## src/rtl/cnn_result_packer.sv

```systemverilog
// cnn_result_packer: packs accelerator results into bus words, buffers them and serves bus reads.
// Optional feature: define CNN_PACKER_STATS_EN to add a 32-bit accepted-beat counter behind the TOTAL register.
module cnn_result_packer #(
    parameter int BUS_ADDR_WIDTH = 32,
    parameter int BUS_DATA_WIDTH = 64,
    parameter int RESULT_WIDTH   = 32,
    parameter int DEPTH          = 16
) (
    input  logic                      clkIn,
    input  logic                      rstIn,
    input  logic [RESULT_WIDTH-1:0]   dataIn,
    input  logic                      validIn,
    input  logic                      lastIn,
    output logic                      readyOut,
    input  logic [BUS_ADDR_WIDTH-1:0] addrIn,
    input  logic                      rdEnIn,
    output logic [BUS_DATA_WIDTH-1:0] rdDataOut,
    output logic                      rdAckOut,
    output logic                      doneOut
);
    localparam int LANES = BUS_DATA_WIDTH / RESULT_WIDTH;
    localparam int PW    = (DEPTH > 1) ? $clog2(DEPTH) : 1;
    localparam int CW    = $clog2(DEPTH + 1);
    localparam int LW    = (LANES > 1) ? $clog2(LANES) : 1;

    logic [BUS_DATA_WIDTH-1:0] r_mem [DEPTH];
    logic [PW-1:0]             r_wr_ptr;
    logic [PW-1:0]             r_rd_ptr;
    logic [CW-1:0]             r_count;
    logic [LW-1:0]             r_lane;
    logic [BUS_DATA_WIDTH-1:0] r_pack;
    logic                      r_underflow;
    logic                      r_last_seen;
    logic                      r_done;
    logic                      r_rd_ack;
    logic [BUS_DATA_WIDTH-1:0] r_rd_data;

    logic                      w_accept;
    logic                      w_commit;
    logic                      w_empty;
    logic                      w_pop;
    logic [1:0]                w_sel;
    logic [BUS_DATA_WIDTH-1:0] w_word;
    logic [BUS_DATA_WIDTH-1:0] w_status;
    logic [BUS_DATA_WIDTH-1:0] w_total;
    logic [BUS_DATA_WIDTH-1:0] w_rd_data;
    logic                      w_unused_addr;

    assign readyOut  = r_count < CW'(DEPTH);
    assign w_accept  = validIn & readyOut;
    assign w_commit  = w_accept & ((r_lane == LW'(LANES - 1)) | lastIn);
    // Lanes at and above r_lane are still zero in r_pack, so OR-ing in the new beat builds the word.
    assign w_word    = r_pack | (BUS_DATA_WIDTH'(dataIn) << (r_lane * RESULT_WIDTH));
    assign w_sel     = addrIn[4:3];
    assign w_empty   = (r_count == '0);
    assign w_pop     = rdEnIn & (w_sel == 2'd0) & ~w_empty;
    assign w_unused_addr = ^{addrIn[BUS_ADDR_WIDTH-1:5], addrIn[2:0]};

    // Status word: sticky underflow, last-seen flag and current fill level.
    always_comb begin
        w_status        = '0;
        w_status[16]    = r_underflow;
        w_status[15]    = r_last_seen;
        w_status[14:0]  = 15'(r_count);
    end

    assign w_rd_data = (w_sel == 2'd0) ? (w_empty ? '0 : r_mem[r_rd_ptr]) :
                       (w_sel == 2'd1) ? w_status :
                       (w_sel == 2'd2) ? w_total : '0;

`ifdef CNN_PACKER_STATS_EN
    logic [31:0] r_total;
    // Accepted-beat counter; the first beat after done starts a fresh run at 1.
    always_ff @(posedge clkIn) begin
        if (!rstIn)
            r_total <= '0;
        else if (w_accept)
            r_total <= r_done ? 32'd1 : r_total + 32'd1;
    end
    assign w_total = BUS_DATA_WIDTH'(r_total);
`else
    assign w_total = '0;
`endif

    // Buffer storage; contents need no reset because the pointers and count define validity.
    always_ff @(posedge clkIn) begin
        if (w_commit)
            r_mem[r_wr_ptr] <= w_word;
    end

    // Packing, circular-buffer bookkeeping, bus read response and completion tracking.
    always_ff @(posedge clkIn) begin
        if (!rstIn) begin
            r_wr_ptr    <= '0;
            r_rd_ptr    <= '0;
            r_count     <= '0;
            r_lane      <= '0;
            r_pack      <= '0;
            r_underflow <= 1'b0;
            r_last_seen <= 1'b0;
            r_done      <= 1'b0;
            r_rd_ack    <= 1'b0;
            r_rd_data   <= '0;
        end else begin
            r_rd_ack  <= rdEnIn;
            r_rd_data <= rdEnIn ? w_rd_data : '0;
            if (w_accept) begin
                r_lane      <= w_commit ? '0 : r_lane + 1'b1;
                r_pack      <= w_commit ? '0 : w_word;
                r_last_seen <= lastIn | (r_last_seen & ~r_done);
            end
            if (w_commit)
                r_wr_ptr <= r_wr_ptr + 1'b1;
            if (w_pop)
                r_rd_ptr <= r_rd_ptr + 1'b1;
            if (w_commit != w_pop)
                r_count <= w_commit ? r_count + 1'b1 : r_count - 1'b1;
            if (rdEnIn && w_sel == 2'd0 && w_empty)
                r_underflow <= 1'b1;
            else if (rdEnIn && w_sel == 2'd1)
                r_underflow <= 1'b0;
            r_done <= r_last_seen & w_empty & (r_lane == '0);
        end
    end

    assign rdAckOut  = r_rd_ack;
    assign rdDataOut = r_rd_data;
    assign doneOut   = r_done;
endmodule
```

## config.mk

```make
export PLATFORM = sky130hd
export DESIGN_NAME = cnn_result_packer
export DESIGN_NICKNAME = d
export VERILOG_FILES = /design/src/rtl/cnn_result_packer.sv
export SDC_FILE = /design/constraint.sdc
export NUM_CORES = 1
export LEC_CHECK = 0
export CELL_PAD_IN_SITES_DETAIL_PLACEMENT = 0
export CELL_PAD_IN_SITES_GLOBAL_PLACEMENT = 1
export CORE_MARGIN = 1
export CORE_UTILIZATION = 50
export DETAILED_ROUTE_END_ITERATION = 7
export DONT_BUFFER_PORTS = 1
export PLACE_DENSITY_LB_ADDON = 0.1
export SETUP_SLACK_MARGIN = 0.5
export SYNTH_ARGS = -nofsm -noshare
export SYNTH_HDL_FRONTEND = slang
export SYNTH_SLANG_ARGS = --single-unit
export TNS_END_PERCENT = 20
```

## constraint.sdc

```tcl
create_clock -name clkIn -period 3.7 [get_ports clkIn]
set_clock_uncertainty 0.1 [all_clocks]
set_input_delay 1.11 -clock clkIn [delete_from_list [all_inputs] [get_ports clkIn]]
set_output_delay 1.11 -clock clkIn [all_outputs]
set_load 0.02 [all_outputs]
```

Word level (Yosys, flattened, before mapping)
Memory sizes are Yosys's and may differ from the RTL's. A register that Yosys moved wholly into a read port is not among the register bits.
Index checks and enable logic that the tools add are counted.
{ "classes": {"n_shift": 1, "n_mux": 12, "n_reduce_logical": 7, "n_lt_le_gt_ge": 1, "bitwise_logic": 13, "eq_ne": 2, "add_sub_neg": 5} }
{ "op_table": {"columns": ["op", "n"], "rows": [
  ["2-to-1 mux 64 bit", 3],
  ["OR 64 bit", 1],
  ["<< shifter 32 x 6 -> 64 bit", 1],
  ["2-to-1 mux 17 bit", 1],
  ["adder 4 x 1 -> 4 bit (second input constant)", 2],
  ["2-to-1 mux 4 bit", 2],
  ["bitwise AND 1 bit", 7],
  ["adder 5 x 1 -> 5 bit (second input constant)", 1],
  ["logical NOT 5 bit", 1],
  ["less-than comparator 5 bit (second input constant)", 1],
  ["2-to-1 mux 1 bit", 5],
  ["2-to-1 mux 5 bit", 1],
  ["subtractor 5 x 1 -> 5 bit (second input constant)", 1],
  ["logical AND 1 bit", 3],
  ["inverter 1 bit", 3],
  ["== test 2 x 1 -> 1 bit (second input constant)", 1],
  ["logical NOT 2 bit", 1],
  ["OR 1 bit", 2],
  ["AND reduction 2 bit", 1],
  ["nonzero test 2 bit", 1],
  ["adder 1 bit (second input constant)", 1],
  ["inequality test 1 bit", 1]
]} }
{ "word_totals": {"ff_bits": 146, "memories": 1, "out_inout_bits": 67, "mem_bits_rw": 1024, "input_bits": 69, "word_cells": 52} }
{ "mem_list": {"columns": ["memory", "words", "word_bits", "rd", "rd_clocked_by_memory_dff", "write_ports", "line_no", "source"], "rows": [
  ["r_mem", 16, 64, 1, 1, 1, "26", "logic [BUS_DATA_WIDTH-1:0] r_mem [DEPTH];"]
]} }

Depth between registers and ports, before layout
{ "logic_depth": {"depth_word": 5, "ltp_mapped": 10, "mapped_depth_nobuf": 8} }

Least setup slack after synthesis
Ideal clock, no wire load.
{ "synth_path": {"path_type": "input-to-reg", "start": "in validIn", "end": "mem r_mem[4][0] (enable)", "n_path_buf": 1, "stages": 6, "t_required_ns": 3.171, "path_slack_ns": -0.324, "arrival_ns": 3.495, "setup_ns": 0.429, "path_cell_list": "nor2b_1 and2_1 buf_2 inv_2 nor3b_1 and2_1"} }
{ "synth_via": {"elab_chain_cells": 4} }
{ "synth_lines": {"columns": ["element", "line_no", "source"], "rows": [
  ["from (decl)", "12", "input logic validIn,"],
  ["bitwise AND 1 bit", "50", "assign w_accept = validIn & readyOut;"],
  ["bitwise AND 1 bit", "51", "assign w_commit = w_accept & ((r_lane == LW'(LANES - 1)) | lastIn);"],
  ["2-to-1 mux 1 bit", "87", "if (w_commit)"],
  ["2-to-1 mux 1 bit (implied by the code)", "88", "r_mem[r_wr_ptr] <= w_word;"],
  ["to (decl)", "26", null]
]} }
Every way passes these cells.

Final worst setup path
{ "layout_path": {"start": "reg r_count[4]", "end": "out readyOut"} }
{ "layout_via": {"elab_chain_cells": 1} }
{ "layout_lines": {"columns": ["element", "line_no", "source"], "rows": [
  ["from (decl)", "29", "logic [CW-1:0] r_count;"],
  ["from (signal assigned)", "117", "r_count <= w_commit ? r_count + 1'b1 : r_count - 1'b1;"],
  ["less-than comparator 5 bit", "49", "assign readyOut = r_count < CW'(DEPTH);"],
  ["to (decl)", "14", "output logic readyOut,"]
]} }
Every way passes these cells.

==> metrics.log <==
INFO  metric run_status = finished, final reports clean
INFO  metric report.final.hold_viol_count = 0
INFO  metric dominantRegCellSynth = sky130_fd_sc_hd__edfxtp_1
INFO  metric slew_headroom = 0.403
INFO  metric use_met2 = 0.385
INFO  metric floorplan.die.width = 299 µm
INFO  metric global_route.overflow_total = 0
INFO  metric floorplan.io_pins = 136
INFO  metric final_nets = 2281
INFO  metric clock-root-buffer = sky130_fd_sc_hd__clkbuf_16
INFO  metric drtPass1Iterations = 7
INFO  metric rsz0062_at_grt = false
INFO  metric synth-edff-count = 1024
INFO  metric critical_path.top_delay_family = flip-flops
INFO  metric rr_worst_depth = 6
INFO  metric timing.critical_path.to_type = output pin
INFO  metric synth-async-reset-ratio = 0
INFO  metric grt_busiest_layer = met2
INFO  metric crit_path_max_incr_delay = 0.65 ns
INFO  metric cts_max_path_buffers = 3
INFO  metric startpoint_type = flip-flop
INFO  metric period_minus_slack = 2.78 ns
INFO  metric post-layout-total-power = 30.1 mW
INFO  metric layout_commonest_cell = sky130_fd_sc_hd__edfxtp_1
INFO  metric worstSkewPairLatency = 0.70 ns
INFO  metric synth_fp_nets = 2196
INFO  metric post_cts_setup_buffers = 0
INFO  metric fin_area = 50100 µm²
INFO  metric hold_depth = 2
INFO  metric worst_setup_hold_path_clk_slew = 0.06 ns
INFO  metric antenna_found_initial = 4
INFO  metric cts.sink_count = 1174
INFO  metric n_antenna_cell = 0
INFO  metric holdCritPathClass = flip-flop to flip-flop
INFO  metric syn_inst = 2118
INFO  metric first_global_vias = 21900
INFO  metric portBuffers = 0
INFO  metric post_syn_area = 44000 µm²
INFO  metric core_area = 86900 µm²
INFO  metric initial_utilization = 0.506
INFO  metric path_max_fanout = 10
INFO  metric flow.area_growth_from_synthesis = 14.0%
INFO  metric max-cap-violations = 0
INFO  metric synth_area_per_cell = 20.8 µm²
INFO  metric critPathRequiredTime = 2.49 ns
INFO  metric end_point_of_the_most_critical_hold_path = doneOut
INFO  metric ant_nets = 0
INFO  metric timing_max_transition_violations_final = 0
INFO  metric post_cts_resize_count = 0
INFO  metric design.die.area = 89100 µm²
INFO  metric cts_made_buffers = 118
INFO  metric placed_cell_area = 46100 µm²
INFO  metric grtUsageTotal = 0.232
INFO  metric drt-vias-per-instance = 5.98
INFO  metric timing.hold.ws = 0.361 ns
INFO  metric hold_path_startpoint = r_last_seen
INFO  metric global_route.usage.met3 = 0.0477
INFO  metric total_vias_in_the_final_route = 20700
INFO  metric rrSetupSlack = 1.06 ns
INFO  metric cells_along_the_critical_path = inv_1
INFO  metric number_of_warnings_issued_by_yosys = 0
INFO  metric dpl.hpwl = 57400 µm
INFO  metric iteration_0_drc_markers = 1847
INFO  metric htree_num_levels = 3
INFO  metric cp.buffers_inverters = 1
INFO  metric grt_pass1_wl = 149000 µm
INFO  metric fp.dieH = 299 µm
INFO  metric cts_tree = yes
INFO  metric wirelength = 102000 µm
INFO  metric ctsHoldBuffers = 0
INFO  metric ys_seq_area_frac = 0.768
INFO  metric drt-wirelength-per-cell = 29.4 µm
INFO  metric timing.setup.critical_path_class = flip-flop to output pin
INFO  metric power_density = 600 nW/µm²
INFO  metric yosys.cell_types.count = 47
INFO  metric place.gp.congestion = 0.756
INFO  metric post_route_cells_drive_above_1_share = 0.240
INFO  metric setup_total_negative_slack = 0 ns
INFO  metric cp_slowest_cell = sky130_fd_sc_hd__dfxtp_1
INFO  metric fmax = 359 MHz
INFO  metric total_leakage_power = 16.4 nW
INFO  metric route.detailed.drc = 0
INFO  metric slew_at_the_pin_with_the_worst_max_slew_slack = 0.896 ns
INFO  metric finalSetupViolations = 0
INFO  metric largest_net_degree_at_the_start_of_global_routing = 66
INFO  metric timing.critical_path.arrival = 1.57 ns
INFO  metric fp-row-count = 108
INFO  metric filler_cell_count = 6364
INFO  metric power.ir.vdd_worst = 0.000483 V
INFO  metric reg2reg_capture_point = r_mem[9][33]
INFO  metric min_period_over_period = 0.752
INFO  metric layout_common_cells = 1024 x sky130_fd_sc_hd__edfxtp_1, 256 x sky130_fd_sc_hd__mux4_2, 145 x sky130_fd_sc_hd__dfxtp_1
INFO  metric regToRegStartpoint = r_count[4]
INFO  metric ys_seq_elements = 1174
INFO  metric use_met1 = 0.313
cell usage after synthesis, types with 2 or more instances:
| library cell | count | share of area |
|---|---|---|
| sky130_fd_sc_hd__edfxtp_1 | 1024 | 0.70 |
| sky130_fd_sc_hd__mux4_2 | 256 | 0.13 |
| sky130_fd_sc_hd__dfxtp_1 | 150 | 0.068 |
| sky130_fd_sc_hd__a211oi_1 | 114 | 0.019 |
| sky130_fd_sc_hd__mux2i_1 | 76 | 0.017 |
| sky130_fd_sc_hd__and2_1 | 74 | 0.011 |
| sky130_fd_sc_hd__nor2_1 | 74 | 0.0063 |
| sky130_fd_sc_hd__a21o_1 | 66 | 0.011 |
| sky130_fd_sc_hd__clkbuf_1 | 54 | 0.0046 |
| sky130_fd_sc_hd__buf_2 | 48 | 0.0055 |
| sky130_fd_sc_hd__o21ai_0 | 40 | 0.0046 |
| sky130_fd_sc_hd__a21oi_1 | 36 | 0.0041 |
| sky130_fd_sc_hd__nand2_1 | 18 | 0.0015 |
| sky130_fd_sc_hd__buf_4 | 9 | 0.0015 |
| sky130_fd_sc_hd__buf_6 | 9 | 0.0023 |
| sky130_fd_sc_hd__ha_1 | 8 | 0.0023 |
| sky130_fd_sc_hd__buf_1 | 6 | 0.00051 |
| sky130_fd_sc_hd__inv_1 | 6 | 0.00051 |
| sky130_fd_sc_hd__and4_1 | 4 | 0.00080 |
| sky130_fd_sc_hd__nand3_1 | 4 | 0.00046 |
| sky130_fd_sc_hd__o31a_1 | 4 | 0.00080 |
| sky130_fd_sc_hd__xor2_1 | 4 | 0.00080 |
| sky130_fd_sc_hd__nor3b_1 | 3 | 0.00051 |
| sky130_fd_sc_hd__o211ai_1 | 3 | 0.00051 |
| sky130_fd_sc_hd__or3_1 | 3 | 0.00043 |
| sky130_fd_sc_hd__a31oi_1 | 2 | 0.00028 |
| sky130_fd_sc_hd__or4_1 | 2 | 0.00034 |
| sky130_fd_sc_hd__xnor2_1 | 2 | 0.00040 |
cells by family after synthesis:
logic type | synth area share
AO/OA/AOI/OAI | 0.0418
XOR/XNOR | 0.00157
adder cells (fa/ha/maj) | 0.00273
buffers and inverters | 0.0151
flip-flops | 0.768
multiplexers | 0.149
AND/OR/NAND/NOR | 0.0225
state kept, by name, indices dropped and copies added, names as in the netlist, named ones only:
name         cells
r_mem         1024
r_pack          64
rdDataOut       64
r_count          5
r_rd_ptr         4
r_wr_ptr         4
doneOut          1
r_lane           1
r_last_seen      1
r_underflow      1
rdAckOut         1
power breakdown:
group | internal, mW | leakage [nW] | total (mW) | switching [mW]
logic | 1.09 | 3.87 | 2.66 | 1.56
registers | 15.1 | 10.6 | 15.3 | 0.226
clock network | 7.12 | 1.94 | 12.1 | 4.96
total | 23.3 | 16.4 | 30.1 | 6.75
routing by layer:
| layer | routed length (µm) | part of all wire |
|---|---|---|
| met2 | 50800 | 0.50 |
| met3 | 6290 | 0.062 |
| met5 | 27 | 0.00027 |
| met4 | 2190 | 0.022 |
| met1 | 42400 | 0.42 |
how the worst max path moves through the flow:
| stage | from | to | slack [ns] | cells past startpoint |
|---|---|---|---|---|
| global route | r_count[4] | readyOut | 0.85 | 1 |
| detailed placement | lastIn | r_mem[9][0] | 0.42 | 6 |
| finish | r_count[4] | readyOut | 0.92 | 1 |
| global placement | lastIn | r_mem[9][2] | 0.43 | 6 |
| floorplan | validIn | r_mem[13][0] | 0.03 | 4 |
| CTS | r_count[4] | readyOut | 0.88 | 1 |
through the flow:
step / util / worst slack, ns / std cells
3_5_place_dp: 0.531 / 0.417 / 3238
4_1_cts: 0.577 / 0.878 / 3463
3_3_place_gp: 0.531 / 0.432 / 3238
2_1_floorplan: - / 0.0291 / 2118
5_1_grt: 0.577 / 0.848 / 3463
6_report: 0.577 / 0.918 / 3463
cell type report:
type / count / area (µm²) / area share
sequential: 1174 / 33800 / 0.674
clock inverter: 63 / 684 / 0.0137
multi-input combinational: 810 / 9620 / 0.192
inverter: 8 / 35.0 / 0.000699
clock buffer: 162 / 3290 / 0.0656
timing repair buffer: 91 / 1270 / 0.0254
tap: 1155 / 1450 / 0.0288
(Power assumes the default switching activity.)
